--- src/rtl/mul_seq.sv ---
// rtl/mul_seq.sv - multi-cycle 32x32->64 multiply sequencer using the shared add/sub unit
// Shift-add on magnitudes with pre-negation of operands and post-negation of the 64-bit product.
module mul_seq #(
  parameter int WIDTH = 32
) (
  input  logic             clk,
  input  logic             reset_n,
  input  logic             start,
  input  logic             is_signed,
  input  logic [WIDTH-1:0] rs,
  input  logic [WIDTH-1:0] rt,
  output logic             busy,
  output logic             done,
  output logic [WIDTH-1:0] hi,
  output logic [WIDTH-1:0] lo,
  output logic [1:0]       alu_op,
  output logic [WIDTH-1:0] alu_a,
  output logic [WIDTH-1:0] alu_b,
  input  logic [WIDTH-1:0] alu_result,
  input  logic             alu_z
);

  localparam logic [1:0] OP_ADD = 2'b00;
  localparam logic [1:0] OP_SUB = 2'b01;

  typedef enum logic [2:0] {IDLE, ABS_A, ABS_B, MUL, NEG_LO, NEG_HI, FIN} state_t;

  state_t           state, state_nxt;
  logic [WIDTH-1:0] rs_q, rt_q, mcand;
  logic             sgn_q, neg, lo_zero, carry;
  logic [4:0]       cnt;

  always_ff @(posedge clk) begin
    if (!reset_n) state <= IDLE;
    else          state <= state_nxt;
  end

  always_comb begin
    state_nxt = state;
    alu_op    = OP_ADD;
    alu_a     = '0;
    alu_b     = '0;
    busy      = 1'b1;
    done      = 1'b0;
    case (state)
      IDLE: begin
        busy = 1'b0;
        if (start) state_nxt = ABS_A;
      end
      ABS_A: begin
        alu_op    = OP_SUB;
        alu_b     = rs_q;
        state_nxt = ABS_B;
      end
      ABS_B: begin
        alu_op    = OP_SUB;
        alu_b     = rt_q;
        state_nxt = MUL;
      end
      MUL: begin
        alu_a = hi;
        alu_b = lo[0] ? mcand : '0;
        if (cnt == 5'd31) state_nxt = NEG_LO;
      end
      NEG_LO: begin
        alu_op    = OP_SUB;
        alu_b     = lo;
        state_nxt = NEG_HI;
      end
      NEG_HI: begin
        alu_a     = ~hi;
        alu_b     = {{(WIDTH-1){1'b0}}, lo_zero};
        state_nxt = FIN;
      end
      FIN: begin
        busy      = 1'b0;
        done      = 1'b1;
        state_nxt = start ? ABS_A : IDLE;
      end
      default: state_nxt = IDLE;
    endcase
  end

  // Carry out of the unsigned add, recovered from operand and result MSBs.
  assign carry = (alu_a[WIDTH-1] & alu_b[WIDTH-1]) |
                 ((alu_a[WIDTH-1] | alu_b[WIDTH-1]) & ~alu_result[WIDTH-1]);

  always_ff @(posedge clk) begin
    if (!reset_n) begin
      rs_q    <= '0;
      rt_q    <= '0;
      sgn_q   <= 1'b0;
      neg     <= 1'b0;
      mcand   <= '0;
      hi      <= '0;
      lo      <= '0;
      cnt     <= '0;
      lo_zero <= 1'b0;
    end else begin
      case (state)
        IDLE, FIN: begin
          if (start) begin
            rs_q  <= rs;
            rt_q  <= rt;
            sgn_q <= is_signed;
            neg   <= is_signed & (rs[WIDTH-1] ^ rt[WIDTH-1]);
          end
        end
        ABS_A: mcand <= (sgn_q & rs_q[WIDTH-1]) ? alu_result : rs_q;
        ABS_B: begin
          lo  <= (sgn_q & rt_q[WIDTH-1]) ? alu_result : rt_q;
          hi  <= '0;
          cnt <= '0;
        end
        MUL: begin
          hi  <= {carry, alu_result[WIDTH-1:1]};
          lo  <= {alu_result[0], lo[WIDTH-1:1]};
          cnt <= cnt + 5'd1;
        end
        NEG_LO: begin
          lo_zero <= alu_z;
          if (neg) lo <= alu_result;
        end
        NEG_HI: begin
          if (neg) hi <= alu_result;
        end
        default: ;
      endcase
    end
  end

endmodule
--- config.mk ---
export PLATFORM = sky130hd
export DESIGN_NAME = mul_seq
export DESIGN_NICKNAME = d
export VERILOG_FILES = /design/src/rtl/mul_seq.sv
export SDC_FILE = /design/constraint.sdc
export NUM_CORES = 1
export LEC_CHECK = 0
export BUFFER_PORTS_ARGS = -buffer_cell sky130_fd_sc_hd__clkbuf_2
export CELL_PAD_IN_SITES_DETAIL_PLACEMENT = 1
export CELL_PAD_IN_SITES_GLOBAL_PLACEMENT = 2
export CORE_MARGIN = 3
export CORE_UTILIZATION = 31
export DETAILED_ROUTE_END_ITERATION = 16
export PLACE_DENSITY = 0.8
export SLEW_MARGIN = 20
export SYNTH_ARGS = -nofsm -noshare
export SYNTH_HDL_FRONTEND = slang
export SYNTH_SLANG_ARGS = --single-unit
--- constraint.sdc ---
create_clock -name clk -period 1.9 [get_ports clk]
set_input_delay 0.19 -clock clk [delete_from_list [all_inputs] [get_ports clk]]
set_output_delay 0.19 -clock clk [all_outputs]
set_load 0.05 [all_outputs]
[Word level (Yosys, flattened, before mapping)]
Index checks and enable logic that the tools add are counted.
Operators by class
  add/subtract/negate cells: 1
  multiply operators: 0
  div/mod/pow operators: 0
  $lt $le $gt $ge: 0
  eq/ne operators: 11
  shifts and indexed selects: 0
  multiplexer cells: 16
  bitwise gates (word level): 10
  reductions and logical operators: 10
Operators by type and width (number)
  $pmux 32 s3: 2
  $pmux 32 s5: 1
  $mux 32: 4
  $pmux 32 s2: 1
  $not 32->32: 1
  $pmux 3 s7: 1
  $pmux 5 s2: 1
  $eq 3x3->1 const B: 3
  $ne 2x2->1 const B: 4
  $reduce_and 2->1: 4
  $eq 3x2->1 const B: 2
  $mux 3: 2
  $reduce_bool 3->1: 2
  $add 5x1->5 const B: 1
  $and 1x1->1: 5
  $eq 5x5->1 const B: 1
  $mux 1: 4
  $eq 3x1->1 const B: 1
  $logic_not 3->1: 1
  $reduce_or 3->1: 1
  $or 1x1->1: 2
  $reduce_bool 2->1: 1
  $reduce_or 2->1: 1
  $not 1->1: 1
  $xor 1x1->1: 1
Word-level totals
  register bits: 171
  latch bits: 0
  RAM bits: 0
  ROM bits: 0
  input bits: 101
  output and inout bits: 132
  logic and storage cells: 58
  memories kept: 0

[Depth between registers and ports, before layout]
Gate-level depths: netlist (run 1).
  word-level depth: 6
  mapped depth: 7
  gate-level depth less buffers: 6

[Least setup slack after synthesis (run 1)]
No wires, ideal clock.
  path type: reg-to-output
  start: register state[0]
  end: output alu_a[0]
  arrival: 2197 ps
  required time: 1710 ps
  slack: -487 ps
  cell stages (with the launch flop): 6
  path buffers: 3
  path through: dfxtp_1 > buf_4 > buf_4 > nand3b_1 > clkbuf_1 > o21ai_0
On the way
  cells in the longest elaborated chain, start to end: 2
  elaborated cells on any way between the ends: 3
  classes of those cells: 2 x eq/ne; 1 x mux
Ends and longest elaborated chain
  start: declaration: RTL line 28  | state_t state, state_nxt;
  start signal: assignment: RTL line 35  | else state <= state_nxt;
  $eq 3x3->1 or $eq 3x2->1 (tied branches): RTL line 45  | case (state)
  $pmux 32 s2 *: RTL line 45
  end: declaration: RTL line 17  | output logic [WIDTH-1:0] alu_a,
Mark *: on every way between the ends. The rest lies on a longest branch, timed or not.

[Worst setup path after layout (run 1)]
  start: register state[1]
  end: output alu_b[1]
On the way
  cells in the longest elaborated chain, start to end: 2
  elaborated cells on any way between the ends: 6
  classes of those cells: 5 x eq/ne; 1 x mux
Ends and longest elaborated chain
  $eq 3x3->1 (tied with other cells): RTL line 45
  $pmux 32 s5 *: RTL line 45
  end: declaration: RTL line 18  | output logic [WIDTH-1:0] alu_b,
Marks and branches as above.

==> results of run 1 <==
==> logic make-up (layout without fill, tap and decap cells) <==
logic type | after synthesis | in the layout | share of synthesized area
DFF | 171 | 171 | 0.373
and+or+nand+nor | 430 | 430 | 0.238
AOI/OAI and AO/OA | 374 | 374 | 0.284
buffers and inverters | 122 | 416 | 0.0668
muxes | 31 | 31 | 0.0338
adders and majority gates | 2 | 2 | 0.00273
xor gates and xnor gates | 1 | 1 | 0.000955
other | 1 | 1 | 0.000409
==> what timing repair did <==
item	4_1_cts	5_1_grt
resized for setup	116	22
hold buffers	51	0
hold endpoints to repair	51	0
gates cloned	13	1
pin swaps	25	8
endpoints found under the setup margin	67	96
buffers inserted	26	4
==> routing by layer <==
| metal | GRT usage | share of wire | wire (um) |
|---|---|---|---|
| met5 | 0 | 0 | 0 |
| met4 | 0.0635 | 0.017 | 710 |
| met3 | 0.0545 | 0.063 | 2570 |
| met2 | 0.415 | 0.48 | 19500 |
| met1 | 0.337 | 0.44 | 18300 |
==> how the worst min path moves through the flow <==
stage	startpoint	endpoint	slack, ns	depth (start not counted)
6_report	rs[12]	rs_q[12]	0.005	3
3_3_place_gp	rs[18]	rs_q[18]	0.42	3
3_5_place_dp	rs[15]	rs_q[15]	0.42	3
4_1_cts	rs[12]	rs_q[12]	0.0008	3
5_1_grt	rs[12]	rs_q[12]	0.008	3
2_1_floorplan	rs[0]	rs_q[0]	0.32	2
==> area by class of cell <==
type / count / area (um^2)
fillers: 3293 / 14800
clock buffers: 19 / 453
flip-flops and latches: 171 / 3430
clock inverters: 13 / 128
well taps: 384 / 480
multi-input cells: 839 / 5690
inverters: 4 / 20.0
repair buffers: 380 / 3960
==> flip-flops by register name (all words and copies together) (netlist names) <==
register,count
hi,32
lo,32
mcand,32
rs_q,32
rt_q,32
cnt,5
state,3
lo_zero,1
neg,1
sgn_q,1
==> cells in the final DEF, fill, tap and decap left out, types with 3 or more instances in the layout <==
cell	count
o211a_1	63
buf_12	73
a21boi_0	48
nor2_1	63
buf_4	49
a22oi_2	42
inv_8	4
a21oi_1	65
buf_8	3
nand3_1	70
o21ai_2	61
dfxtp_1	168
and3_1	3
o21ai_0	7
clkbuf_8	22
clkbuf_2	164
o22ai_1	32
a22oi_1	19
bufbuf_16	5
nand2b_4	3
dlygate4sd3_1	51
buf_16	8
clkinvlp_4	3
nor3_1	33
inv_6	3
nand2_1	205
a21boi_1	27
mux2i_1	31
buf_6	6
nor4b_2	31
clkbuf_16	18
==> power groups by stage <==
| stage | logic, mW | registers [mW] | clock network, mW |
|---|---|---|---|
| 2_1_floorplan | 1.20 | 4.60 | 0 |
| 3_3_place_gp | 2.48 | 4.24 | 0 |
| 3_5_place_dp | 2.52 | 4.26 | 0 |
| 4_1_cts | 2.87 | 4.19 | 3.59 |
| 5_1_grt | 3.08 | 4.25 | 3.73 |
| 6_report | 2.90 | 4.21 | 3.52 |
==> tightest hold or removal path: cells and delay by family <==
| kind | cells | cell delay, ns |
|---|---|---|
| buf+inv | 1 | 0.09 |
| simple gates | 1 | 0.05 |
| compound gates | 1 | 0.06 |
==> per-stage QoR <==
stage	instances	power [mW]	cell area [um^2]	setup TNS (ns)	hold WS (ns)
4_1_cts	1806	10.7	14000	-6.42	0.000768
6_report	1810	10.6	14200	-6.47	0.00496
3_3_place_gp	1684	6.73	11800	0	0.417
3_5_place_dp	1684	6.78	11800	0	0.420
5_1_grt	1810	11.1	14200	-10.00	0.00821
2_1_floorplan	1132	5.81	9400	-0.820	0.325
==> flow_summary_export.csv, run 1 <==
group,metric,value,unit
logic_synthesis,syn-cell-area,0.00918,mm^2
logic_synthesis,synth.most_common_cell,"nand2_1",
logic_synthesis,ys_types,46,
logic_synthesis,synth_seq_cells,171,
worst_setup_path,crit-reg2reg-capture,"lo[21]",
placed_design,dpl_worst_slack,0.0511,ns
floorplan,start_util,0.317,
power_and_ir_drop,pwr-share-seq,0.396,
power_and_ir_drop,leakagePower,6.38,nW
worst_setup_path,cp_slowest_cell,"dfxtp_4",
cells_and_area,layout-drive-gt1-share,0.366,
power_and_ir_drop,netSwitchingFraction,0.359,
worst_setup_path,cp.required,1.71,ns
timing,worst_slack,-0.184,ns
placed_design,gp_congestion,0.846,
floorplan,row_count,62,
worst_setup_path,crit_start,"state[1]",
worst_setup_path,crit_path_end_kind,"primary output",
placed_design,port_buffers,231,
worst_setup_path,cp.arrival,1.89,ns
global_route,track_usage,0.253,
cts,clock_latency,0.44,ns
job,cap_violations,0,
timing,hold_viol,0,
logic_synthesis,synthArstFlopShare,0,
global_route,antenna_found_initial,0,
timing,skew,0.0134,ns
floorplan,core_area,0.0289,mm^2
cts,clk_pin_slew,0.08,ns
logic_synthesis,synth.net_count,1235,
logic_synthesis,synth_top_area_share,0.373,
logic_synthesis,synth_flop_cell,"dfxtp_1",
cts,cts-root-buf,"clkbuf_16",
worst_setup_path,slowest_delay,0.37,ns
timing,rsz0062_at_grt,"yes",
power_and_ir_drop,p_per_area,751,mW/mm^2
global_route,grt_overflow_total,0,
worst_setup_path,path_class,"register to primary output",
timing,finalSetupViolations,62,
drt,drtIter0Drc,562,
logic_synthesis,yosysWarnings,0,
logic_synthesis,synthTopCellsByCount,"nand2_1 (207), dfxtp_1 (171), nand3_1 (70)",
cells_and_area,area_growth,54.2,%
global_route,grt_pass1_wl,61.5,mm
cts,cts_tree,"yes",
floorplan,die_h,178,um
worst_setup_path,start_kind,"register",
cts,clockBufferDepth,2,
cells_and_area,num-nets-final,1516,
drt,wl_per_cell,22.7,um
worst_setup_path,reg2reg_from,"state[1]",
worst_setup_path,setup.worst_path.end,"alu_b[1]",
global_route,first_global_vias,10200,
worst_setup_path,worstPathCellList,"and3b_2, and2_4, buf_16, a22oi_2, o21ai_2, buf_12",
timing,fmax,480,MHz
logic_synthesis,synth-edff-count,0,
cells_and_area,antennaDiodeCount,0,
worst_setup_path,critical_path.top_delay_family,"simple AND/OR/NAND/NOR gates",
outcome,failed_checks,"setup timing",
power_and_ir_drop,pwr-share-comb,0.273,
drt,via_per_inst,5.55,
cts,cts_buffers,17,
power_and_ir_drop,power.net_switching,3.82,mW
power_and_ir_drop,p_int,6.81,mW
global_route,grt_max_degree,82,
power_and_ir_drop,ir_worst_vdd,0.487,mV
drt,routed_wl,41.1,mm
floorplan,die_area,0.0317,mm^2
placed_design,dp_hpwl,25.2,mm
worst_setup_path,critPathBufInv,2,
logic_synthesis,syn-instance-count,1132,
worst_setup_path,worstPathMaxFanout,8,
cts,htreeDepth,4,
timing,fin_crit_sh,1.10,
logic_synthesis,yosys-top-cells-area,"dfxtp_1 (37%), nand2_1 (8.5%), o211a_1 (6.9%)",
logic_synthesis,syn_avg_cell_area,8.11,um^2
timing,period_needed,2.08,ns
worst_setup_path,r2r_cells,7,
timing,final-max-slew-violation-count,0,
cts,clock_sinks,171,
logic_synthesis,synth_top_cell_by_area,"dfxtp_1",
drt,drc,0,
floorplan,io_pins,233,
drt,dr.pass1.iters,5,
worst_setup_path,crit_cells,6,
logic_synthesis,yosysSeqAreaShare,0.373,
drt,vias,10100,
floorplan,fp.dieW,178,um
power_and_ir_drop,power.share.clock,0.331,
worst_setup_path,reg2reg_slack,0.05,ns
cells_and_area,utilization,0.489,
outcome,status,"finished with violations",
drt,ant_nets,0,
min_path,worstHoldPathType,"primary input to register",
Power figures use the tool's default switching activity.
==> run 2: changes to the inputs <==
--- a/config.mk
+++ b/config.mk
@@ -8,7 +8,7 @@
 export BUFFER_PORTS_ARGS = -buffer_cell sky130_fd_sc_hd__clkbuf_2
 export CELL_PAD_IN_SITES_DETAIL_PLACEMENT = 1
 export CELL_PAD_IN_SITES_GLOBAL_PLACEMENT = 2
-export CORE_MARGIN = 3
+export CORE_MARGIN = 2
 export CORE_UTILIZATION = 31
 export DETAILED_ROUTE_END_ITERATION = 16
 export PLACE_DENSITY = 0.8
==> run 2 against run 1 <==
  * The run still ends with setup timing left
  * Clock skew is 0.0039 ns higher
  * Worst hold slack improved by 0.0074 ns
  * Flip-flop and latch count unchanged
==> flow_summary_export.csv, run 2 (synthesized netlist as in run 1, its figures left out) <==
group,metric,value,unit
global_route,track_usage,0.256,
worst_setup_path,path_class,"register to primary output",
timing,rsz0062_at_grt,"yes",
cells_and_area,area_growth,56.0,%
drt,drtIter0Drc,745,
timing,fin_crit_sh,1.09,
worst_setup_path,cp.arrival,1.89,ns
worst_setup_path,cp.required,1.71,ns
outcome,failed_checks,"setup timing",
drt,route.met3.wl,2.00,mm
global_route,first_global_vias,10300,
timing,finalSetupViolations,65,
cells_and_area,num-nets-final,1506,
job,cap_violations,0,
timing,hold_viol,0,
placed_design,dp_hpwl,24.6,mm
power_and_ir_drop,p_per_area,772,mW/mm^2
drt,ant_nets,0,
drt,dr_wl_met2,20.0,mm
floorplan,row_count,62,
timing,fmax,482,MHz
drt,via_per_inst,5.56,
cts,cts_tree,"yes",
cells_and_area,seq_area,0.00343,mm^2
worst_setup_path,slowest_delay,0.38,ns
floorplan,core_area,0.0289,mm^2
power_and_ir_drop,ir_worst_vdd,0.514,mV
placed_design,post-place-cells,1675,
cts,clock_latency,0.44,ns
drt,dr.pass1.iters,5,
cells_and_area,antennaDiodeCount,0,
global_route,antenna_found_initial,0,
placed_design,gp_congestion,0.807,
drt,drc,0,
cells_and_area,multi_input_area,0.00594,mm^2
outcome,status,"finished with violations",
worst_setup_path,worstPathMaxFanout,16,
placed_design,port_buffers,231,
cts,clock_sinks,171,
timing,final-max-slew-violation-count,0,
timing,worst_slack,-0.175,ns
timing,period_needed,2.08,ns
cts,cts_buffers,17,
power_and_ir_drop,leakagePower,6.39,nW
cts,cts-root-buf,"clkbuf_16",
floorplan,die_h,176,um
drt,routed_wl,41.8,mm
global_route,grt_max_degree,95,
worst_setup_path,worstPathCellList,"buf_6, nand3b_1, buf_6, buf_12, o21ai_4, buf_8",
worst_setup_path,cp_slowest_cell,"dfxtp_4",
worst_setup_path,crit_path_frequent_cell,"buf_6",
cells_and_area,layout-drive-gt1-share,0.364,
drt,wl_met1,19.1,mm
timing,tns,-7.23,ns
cells_and_area,final_cell_mix,"nand2_1 (206), dfxtp_1 (168), clkbuf_2 (163), nand3_1 (69), a21oi_1 (65)",
floorplan,die_area,0.0310,mm^2
placed_design,dpl_worst_slack,-0.0424,ns
cells_and_area,final_common_cell,"nand2_1",
drt,top_layer,"met4",
cts,clk_pin_slew,0.07,ns
worst_setup_path,start_kind,"register",
cts,clockBufferDepth,2,
cells_and_area,utilization,0.495,
global_route,grt_overflow_total,0,
drt,wl_per_cell,23.2,um
min_path,worstHoldPathType,"primary input to register",
worst_setup_path,crit_path_end_kind,"primary output",
floorplan,io_pins,233,
timing,relSlewSlack,0.541,
cells_and_area,final_cells,1799,
timing,worst_pin_slew,0.686,ns
worst_setup_path,reg2reg_slack,0.05,ns
cts,htreeDepth,4,
global_route,grt_pass1_wl,61.5,mm
timing,skew,0.0173,ns
drt,vias,10000,
cells_and_area,fill_cells,3261,
floorplan,fp.dieW,176,um
power_and_ir_drop,finalPower,11.0,mW
floorplan,start_util,0.317,
==> run 2: metrics by stage <==
stage,cell area [um^2],hold WS [ns]
after CTS,13800,0.00380
after global routing,14300,0.0181
final,14300,0.0123
after detailed placement,11600,0.421
after global placement,11600,0.413
after floorplan,9400,0.325
==> run 2: area by class of cell <==
| class | instances | share of cell area |
|---|---|---|
| Sequential cell | 171 | 0.240 |
| Clock buffer | 18 | 0.0307 |
| Clock inverter | 13 | 0.0142 |
| Tap cell | 384 | 0.0336 |
| Inverter | 4 | 0.00140 |
| Multi-Input combinational cell | 840 | 0.415 |
| Timing Repair Buffer | 369 | 0.266 |
==> run 2: path summary, 6_finish.rpt <==
kind	start	end	cells past startpoint
worst max-delay path	state[1]	alu_a[15]	6
worst min-delay path	rt[30]	rt_q[30]	3
worst max register to register	state[2]	sgn_q	7
worst min register to register	cnt[4]	cnt[4]	2
==> run 2: where the power goes <==
group	switching, mW	internal, mW	total, mW
registers	0.363	3.88	4.24
logic	1.80	1.09	2.88
clock network	1.65	2.27	3.92
total	3.81	7.24	11.0
==> run 2: what timing repair did <==
action | 4_1_cts | 5_1_grt
hold buffers | 49 | 0
gates cloned | 9 | 8
setup buffers | 21 | 7
setup endpoints to repair | 67 | 81
pin swaps | 21 | 18
gates resized for setup | 156 | 70
hold endpoints to repair | 49 | 0
==> run 2: worst max-delay path: cells and delay by family, from the launching register on <==
kind,cells,cell delay [ns]
buf+inv,4,0.66
simple gates,1,0.18
compound gates,1,0.19
flops,1,0.38
==> run 2: layer usage <==
metal | global-route usage | up-vias
li1 | - | 4637
met2 | 0.428 | 293
met5 | 0 | -
met4 | 0.0640 | 0
met1 | 0.349 | 5025
met3 | 0.0347 | 46
